### config.mk
export PLATFORM = sky130hd
export DESIGN_NAME = mm_wb_skid
export DESIGN_NICKNAME = d
export VERILOG_FILES = /design/src/rtl/mm_wb_skid_pkg.sv /design/src/rtl/mm_wb_entry.sv /design/src/rtl/mm_wb_skid.sv
export SDC_FILE = /design/constraint.sdc
export NUM_CORES = 1
export LEC_CHECK = 0
export CAP_MARGIN = 20
export CORE_MARGIN = 4
export CORE_UTILIZATION = 54
export DETAILED_ROUTE_END_ITERATION = 6
export PLACE_DENSITY_LB_ADDON = 0.12
export SYNTH_ARGS = -nofsm -noshare
export SYNTH_HDL_FRONTEND = slang
export SYNTH_SLANG_ARGS = --single-unit
### constraint.sdc
create_clock -name clk -period 3.25 [get_ports clk]
set_input_delay 0.325 -clock clk [delete_from_list [all_inputs] [get_ports clk]]
set_output_delay 0.325 -clock clk [all_outputs]
set_load 0.05 [all_outputs]
### src/rtl/mm_wb_skid_pkg.sv
//------------------------------------------------------------------------------
// mm_wb_skid_pkg : shared state encoding and capture helper for mm_wb_skid
// Revision 1.0
//------------------------------------------------------------------------------
`default_nettype none

package mm_wb_skid_pkg;

    // The encoding equals the entry count, so the occupancy output is the state.
    typedef enum logic [1:0] {
        SKID_EMPTY = 2'd0,
        SKID_ONE   = 2'd1,
        SKID_FULL  = 2'd2
    } skid_state_e;

    function automatic logic capture_regwrite(
        input logic regwrite,
        input logic regdst_is_zero,
        input logic guard
    );
        return regwrite && !(guard && regdst_is_zero);
    endfunction

endpackage

`default_nettype wire

### src/rtl/mm_wb_entry.sv
//------------------------------------------------------------------------------
// mm_wb_entry : one MEM/WB payload register with load enable and source select
// Revision 1.0
//------------------------------------------------------------------------------
`default_nettype none

module mm_wb_entry #(
    parameter int DATA_W = 32,
    parameter int REG_W  = 5
) (
    input  logic              clk,
    input  logic              rst,
    input  logic              load,
    input  logic              sel_alt,
    input  logic [DATA_W-1:0] in_mmdata,
    input  logic [DATA_W-1:0] in_result,
    input  logic [REG_W-1:0]  in_regdst,
    input  logic              in_memtoreg,
    input  logic              in_regwrite,
    input  logic [DATA_W-1:0] alt_mmdata,
    input  logic [DATA_W-1:0] alt_result,
    input  logic [REG_W-1:0]  alt_regdst,
    input  logic              alt_memtoreg,
    input  logic              alt_regwrite,
    output logic [DATA_W-1:0] q_mmdata,
    output logic [DATA_W-1:0] q_result,
    output logic [REG_W-1:0]  q_regdst,
    output logic              q_memtoreg,
    output logic              q_regwrite
);

    always_ff @(posedge clk) begin
        if (!rst) begin
            q_mmdata   <= '0;
            q_result   <= '0;
            q_regdst   <= '0;
            q_memtoreg <= 1'b0;
            q_regwrite <= 1'b0;
        end else if (load) begin
            q_mmdata   <= sel_alt ? alt_mmdata   : in_mmdata;
            q_result   <= sel_alt ? alt_result   : in_result;
            q_regdst   <= sel_alt ? alt_regdst   : in_regdst;
            q_memtoreg <= sel_alt ? alt_memtoreg : in_memtoreg;
            q_regwrite <= sel_alt ? alt_regwrite : in_regwrite;
        end
    end

endmodule

`default_nettype wire

### src/rtl/mm_wb_skid.sv
//------------------------------------------------------------------------------
// mm_wb_skid : MEM/WB pipeline stage with valid/ready handshake and 2-entry skid
// Revision 1.0
//------------------------------------------------------------------------------
`default_nettype none

module mm_wb_skid
    import mm_wb_skid_pkg::*;
#(
    parameter int DATA_W     = 32,
    parameter int REG_W      = 5,
    parameter int ZERO_GUARD = 1
) (
    input  logic              clk,
    input  logic              rst,
    input  logic              mm_valid,
    output logic              mm_ready,
    input  logic [DATA_W-1:0] mm_mmdata,
    input  logic [DATA_W-1:0] mm_result,
    input  logic [REG_W-1:0]  mm_regdst,
    input  logic              mm_memtoreg,
    input  logic              mm_regwrite,
    input  logic              flush,
    output logic              wb_valid,
    input  logic              wb_ready,
    output logic [DATA_W-1:0] wb_mmdata,
    output logic [DATA_W-1:0] wb_result,
    output logic [REG_W-1:0]  wb_regdst,
    output logic              wb_memtoreg,
    output logic              wb_regwrite,
    output logic [1:0]        wb_occupancy
);

    localparam logic GUARD_EN = (ZERO_GUARD != 0);

    skid_state_e       state;
    logic              accept;
    logic              consume;
    logic              cap_regwrite;
    logic              main_load;
    logic              main_sel_skid;
    logic              skid_load;
    logic              main_regwrite;
    logic [DATA_W-1:0] skid_mmdata;
    logic [DATA_W-1:0] skid_result;
    logic [REG_W-1:0]  skid_regdst;
    logic              skid_memtoreg;
    logic              skid_regwrite;

    assign mm_ready     = (state != SKID_FULL);
    assign wb_valid     = (state != SKID_EMPTY);
    assign wb_occupancy = state;
    assign wb_regwrite  = main_regwrite && wb_valid;

    assign accept  = mm_valid && mm_ready;
    assign consume = wb_valid && wb_ready;

    assign cap_regwrite = capture_regwrite(mm_regwrite, (mm_regdst == '0), GUARD_EN);

    // Payload loads are suppressed on flush so held data cannot be replaced by the dropped input.
    assign main_load     = !flush && (((state == SKID_EMPTY) && accept) ||
                                      ((state == SKID_ONE)   && accept && consume) ||
                                      ((state == SKID_FULL)  && consume));
    assign main_sel_skid = (state == SKID_FULL);
    assign skid_load     = !flush && (state == SKID_ONE) && accept && !consume;

    always_ff @(posedge clk) begin
        if (!rst) begin
            state <= SKID_EMPTY;
        end else if (flush) begin
            state <= SKID_EMPTY;
        end else begin
            case (state)
                SKID_EMPTY: if (accept) state <= SKID_ONE;
                SKID_ONE: begin
                    if (accept && !consume)      state <= SKID_FULL;
                    else if (!accept && consume) state <= SKID_EMPTY;
                end
                SKID_FULL:  if (consume) state <= SKID_ONE;
                default:    state <= SKID_EMPTY;
            endcase
        end
    end

    mm_wb_entry #(
        .DATA_W (DATA_W),
        .REG_W  (REG_W)
    ) u_main (
        .clk          (clk),
        .rst          (rst),
        .load         (main_load),
        .sel_alt      (main_sel_skid),
        .in_mmdata    (mm_mmdata),
        .in_result    (mm_result),
        .in_regdst    (mm_regdst),
        .in_memtoreg  (mm_memtoreg),
        .in_regwrite  (cap_regwrite),
        .alt_mmdata   (skid_mmdata),
        .alt_result   (skid_result),
        .alt_regdst   (skid_regdst),
        .alt_memtoreg (skid_memtoreg),
        .alt_regwrite (skid_regwrite),
        .q_mmdata     (wb_mmdata),
        .q_result     (wb_result),
        .q_regdst     (wb_regdst),
        .q_memtoreg   (wb_memtoreg),
        .q_regwrite   (main_regwrite)
    );

    mm_wb_entry #(
        .DATA_W (DATA_W),
        .REG_W  (REG_W)
    ) u_skid (
        .clk          (clk),
        .rst          (rst),
        .load         (skid_load),
        .sel_alt      (1'b0),
        .in_mmdata    (mm_mmdata),
        .in_result    (mm_result),
        .in_regdst    (mm_regdst),
        .in_memtoreg  (mm_memtoreg),
        .in_regwrite  (cap_regwrite),
        .alt_mmdata   ('0),
        .alt_result   ('0),
        .alt_regdst   ('0),
        .alt_memtoreg (1'b0),
        .alt_regwrite (1'b0),
        .q_mmdata     (skid_mmdata),
        .q_result     (skid_result),
        .q_regdst     (skid_regdst),
        .q_memtoreg   (skid_memtoreg),
        .q_regwrite   (skid_regwrite)
    );

endmodule

`default_nettype wire

==> metrics.csv, run 1 <==
metric,value,unit
status,"complete, no violations",
crit_start,wb_occupancy[0],
relSlewSlack,41.8,%
timing.rr.start,wb_occupancy[0],
reg2reg_depth,5,
viasPerCell,5.66,
grt_pass1_vias,5548,
worstMarginPinSlew,0.871,ns
root_buffer,clkbuf_16,
grt_pass1_wl,26400,um
cap_violations,0,
worstPathRequired,3.59,ns
rows,39,
die_y,117,um
syn_inst,737,
path_clk_slew,0.06,ns
hold_path.startpoint,flush,
portBuffers,150,
initial_utilization,55.6,%
diodes,0,
syn_nets,813,
hp-class,input port to flip-flop,
rsz0062_at_grt,no,
final_cell_mix,"nand2_1, clkdlybuf4s50_1, dfxtp_1, o21ai_1",
drt_wl_total,16500,um
io-pin-count,151,
ys_types,33,
crit_arrival,2.77,ns
post-route-period-util,74.6,%
ys_warn_count,0,
layout_commonest_cell,nand2_1,
routabilityCongestion,0.751,
dpl-instance-area,7860,um^2
hpwl,10300,um
die_area,13600,um^2
antenna_found_initial,0,
syn2layout_area_growth,33.0,%
synth_top_area_share,45.2,%
synth-seq-cells,144,
min_path_cells,4,
numCtsBuffers,17,
drtAntennaViolNets,0,
irDropWorstVdd,0.382,mV
p_per_area,532,nW/um^2
drc,0,
vias,5672,
post_drt_wl_per_cell,16.5,um
grt_start_max_net_pins,113,
slew_violations,0,
setup_violations,0,
fp.dieW,117,um
ff2ff_setup_slack,0.83,ns
cts_num_sinks,144,
grt_usage,24.3,%
final.setup.tns,0,ns
crit_type,flip-flop to flip-flop,
fin_nets,923,
yosysSeqAreaShare,45.2,%
clock_latency,0.42,ns
finalClockSkew,0.00706,ns
drive_gt1_share,14.1,%
cts_hold_buffers,0,
cts_buffer_depth,2,
min_period,2.42,ns
r2r_end,u_skid.q_result[0],
synth_area_leaders,"dfxtp_1, nand2_1, mux2_2, a21boi_1, o211ai_1",
fmax,412,MHz
hold_viol_final,0,
min_to,u_skid.q_result[10],
cp-end-kind,flip-flop,
core,11500,um^2
postCtsSetupBuffers,0,
cts_resized,0,
syn_area,6380,um^2
htreeDepth,4,
yosys.area.top_type,dfxtp_1,
globalRouteOverflowTotal,0,
drt_iter0_drc,381,
critPathMaxFanout,49,
leakagePower,3.00,nW
critPathLaunchType,flip-flop,
design_area,8490,um^2
cts_tree,done,
first_pass_iters,4,
avgSynthCellArea,8.65,um^2
## critical path, stage by stage (launching register included)
cell	delay, ns
dfxtp_1	0.47
nand2b_1	0.23
nor3_4	0.76
buf_4	0.58
nand2_1	0.14
a21boi_1	0.15
## cell usage after synthesis
cell type    n
o21ai_1     71
mux2_1       1
o211ai_1    70
nand3_1      1
inv_2        1
and2b_1      1
o22ai_1      1
nor2_1       4
nor2b_2      1
a221oi_1     1
or2_1        1
nand4_1      1
and2_1       1
a21boi_1    70
nor4b_1      1
inv_1        1
a21oi_2      1
dfxtp_1    144
buf_2       22
nor3_2       1
mux2_2      70
or2_2        1
clkbuf_1    40
nor3_1       1
o21ai_0      2
o21a_1       1
or3_1        1
a21oi_1      2
and3_1       1
and3b_1      1
buf_4        7
nand2b_1     2
nand2_1    213
## cell type report
type	instances	area (um^2)
inverters	2	7.51
fillers	864	2980
multi-input cells	522	3190
well taps	143	179
clock inverters	11	160
repair buffers	160	1600
flip-flops and latches	144	2880
clock buffers	21	470
## power by group
part           internal (mW)  switching (mW)
Combinational          0.248           0.358
Clock                   1.34           0.720
Sequential              1.82          0.0311
Total                   3.41            1.11
## kinds of logic (layout without fill, tap and decap cells)
family	Yosys count	in the layout	share of synthesized area [%]
AND/OR/NAND/NOR	232	232	14.4
AO/OA/AOI/OAI	219	219	22.9
multiplexers	71	71	12.5
buffers and inverters	71	194	5.02
flip-flops	144	144	45.2
## routing by layer
layer | global-route usage [%] | vias to the layer above | wire length, um
met1 | 29.3 | 2710 | 6820
met5 | 0 | - | 0
met4 | 10.3 | 0 | 350
li1 | - | 2774 | -
met2 | 41.4 | 161 | 8330
met3 | 5.96 | 27 | 1050
## registers in the layout (all words and copies together) (netlist names)
| register | flops |
|---|---|
| u_skid.q_memtoreg | 1 |
| u_skid.q_result | 32 |
| wb_occupancy | 2 |
| u_main.q_mmdata | 32 |
| u_skid.q_mmdata | 32 |
| u_main.q_regwrite | 1 |
| u_main.q_result | 32 |
| u_skid.q_regdst | 5 |
| u_skid.q_regwrite | 1 |
| u_main.q_memtoreg | 1 |
| u_main.q_regdst | 5 |
## through the flow
stage | hold slack, ns | cells | setup WS (ns) | total power, mW | util [%]
after floorplan | 0.402 | 737 | 1.32 | 2.25 | -
after detailed placement | 0.443 | 971 | 0.403 | 2.49 | 68.5
after CTS | 0.362 | 1003 | 0.813 | 4.55 | 74.0
after global placement | 0.437 | 971 | 0.500 | 2.48 | 68.5
after global routing | 0.373 | 1003 | 0.589 | 4.68 | 74.0
final | 0.369 | 1003 | 0.825 | 4.52 | 74.0
## worst max path at each step
stage                          end  slack (ns)
4_1_cts         u_skid.q_result[0]        0.81
3_3_place_gp   u_skid.q_mmdata[29]        0.50
5_1_grt         u_skid.q_result[0]        0.59
2_1_floorplan  u_main.q_result[23]        1.32
3_5_place_dp    u_skid.q_result[3]        0.40
6_report        u_skid.q_result[0]        0.83
No activity file was read; power rests on OpenSTA's default activity.
==> run 2, diff against run 1 <==
Settings changed: CORE_UTILIZATION 54 to 50.
Clock period 3.25 ns to 2.5 ns, I/O delays scaled along.
==> metrics.csv, run 2 (same netlist as run 1, synthesis figures left out) <==
metric,value,unit,change
design_area,8480,um^2,was 8490 um^2
cts_buffer_depth,2,,unchanged
globalRouteOverflowTotal,0,,unchanged
first_pass_iters,5,,was 4
worstPathRequired,2.25,ns,was 3.59 ns
grt_pass1_wl,27200,um,"was 26,400 um"
rows,40,,was 39
fp.dieW,121,um,was 117 um
grt_usage,23.1,%,was 24.3%
fmax,443,MHz,
finalClockSkew,0.00708,ns,was 0.00706 ns
numCtsBuffers,17,,unchanged
postCtsSetupBuffers,0,,unchanged
status,"complete, no violations",,unchanged
drive_gt1_share,14.3,%,was 14.1%
rsz0062_at_grt,no,,unchanged
p_per_area,649,nW/um^2,was 532 nW/um^2
critPathMaxFanout,8,,was 49
setup_violations,0,,unchanged
fin_nets,929,,was 923
hpwl,10700,um,"was 10,300 um"
p_comb_share,14.5,%,was 13.4%
htreeDepth,4,,unchanged
routabilityCongestion,0.781,,was 0.751
grt_pass1_vias,5574,,"was 5,548"
power.share.sequential,43.7,%,was 41.0%
final_cell_mix,"nand2_1, clkdlybuf4s50_1, dfxtp_1, o21ai_1",,unchanged
viasPerCell,5.47,,was 5.66
diodes,0,,unchanged
worstMarginPinSlew,0.592,ns,was 0.871 ns
p_switching,1.42,mW,was 1.11 mW
antenna_found_initial,0,,unchanged
dpl-instance-area,7940,um^2,was 7860 um^2
drtAntennaViolNets,0,,unchanged
io-pin-count,151,,unchanged
dpl.cell_count,1002,,was 971
power_frac_clock,41.8,%,was 45.6%
leakagePower,3.00,nW,about the same
cts_resized,0,,unchanged
core,12300,um^2,"was 11,500 um^2"
cts_hold_buffers,0,,unchanged
root_buffer,clkbuf_16,,unchanged
final.setup.tns,0,ns,unchanged
portBuffers,150,,unchanged
initial_utilization,52.0,%,was 55.6%
vias,5653,,"was 5,672"
layout_commonest_cell,nand2_1,,unchanged
hold_ws,0.312,ns,was 0.369 ns
cts_num_sinks,144,,unchanged
p_sw_share,25.8,%,was 24.6%
hp-class,input port to flip-flop,,unchanged
relSlewSlack,60.6,%,was 41.8%
cts_tree,done,,unchanged
crit_arrival,2.01,ns,was 2.77 ns
post-route-period-util,90.3,%,
drt_iter0_drc,475,,was 381
seq_area,2880,um^2,unchanged
irDropWorstVdd,0.572,mV,was 0.382 mV
crit_type,flip-flop to output pin,,was flip-flop to flip-flop
cp-end-kind,output pin,,was flip-flop
critPathLaunchType,flip-flop,,unchanged
hold_viol_final,0,,unchanged
nFillCells,995,,was 864
syn2layout_area_growth,33.0,%,about the same
cap_violations,0,,unchanged
die_area,14600,um^2,"was 13,600 um^2"
drc,0,,unchanged
die_y,121,um,was 117 um
drt_wl_total,16800,um,"was 16,500 um"
slew_violations,0,,unchanged
min_period,2.26,ns,
grt_start_max_net_pins,86,,was 113
multi_input_area,3190,um^2,unchanged
clock_latency,0.42,ns,about the same
path_clk_slew,0.06,ns,about the same
power.internal,4.08,mW,was 3.41 mW
finalNonFillerCells,1034,,"was 1,003"
post_drt_wl_per_cell,16.3,um,was 16.5 um
==> run 2: cell count changes in the layout (fill, tap and decap cells not counted) <==
cell,change
clkbuf_8,+2
clkbuf_1,+3
bufinv_16,-4
clkinv_2,+1
clkinvlp_4,-2
buf_12,+1
buf_4,+5
==> run 2: cell type report <==
cell class,instances,area share [%]
Clock inverter,6,0.354
Sequential cell,144,34.0
Timing Repair Buffer,166,19.5
Inverter,2,0.0885
Multi-Input combinational cell,522,37.6
Tap cell,168,2.48
Clock buffer,26,6.00
==> run 2: power groups by stage <==
stage	combinational (mW)	clock, mW	sequential [mW]
floorplan	0.275	0	2.65
global placement	0.780	0	2.45
detailed placement	0.794	0	2.46
CTS	0.799	2.33	2.41
global route	0.843	2.44	2.41
finish	0.797	2.30	2.41
==> run 2: path summary, 6_finish.rpt <==
| check | cells past startpoint | startpoint | endpoint | slack (ns) |
|---|---|---|---|---|
| worst max-delay path | 3 | wb_occupancy[0] | wb_regwrite | 0.24 |
| worst min-delay path | 3 | rst | u_main.q_result[29] | 0.31 |
| worst min register to register | 2 | u_skid.q_mmdata[17] | u_skid.q_mmdata[17] | 0.45 |
| worst max register to register | 5 | wb_occupancy[0] | u_skid.q_result[11] | 0.68 |
==> run 2: per-stage QoR <==
step,power [mW],setup WS [ns],util [%]
after floorplan,2.92,0.569,-
after global placement,3.23,0.383,64.8
after detailed placement,3.25,0.335,64.8
after CTS,5.54,0.223,69.2
after global routing,5.70,0.130,69.2
final,5.50,0.244,69.2
==> run 2: worst max-delay path, cell delays in order (launching register included) <==
cell and delay, ns:
dfxtp_1 0.45, or2_2 0.17, and2_1 0.12, clkdlybuf4s50_1 0.84
==> run 2: per-layer routing <==
layer  wire length [um]  track usage, %  vias to the layer above  part of all wire, %
li1                   -               -                     2781                    -
met2               8460            39.6                      155                   50
met1               7120            27.3                     2704                   42
met4                142            7.93                        0                 0.84
met5                  0               0                        -                    0
met3               1100            7.18                       13                  6.5
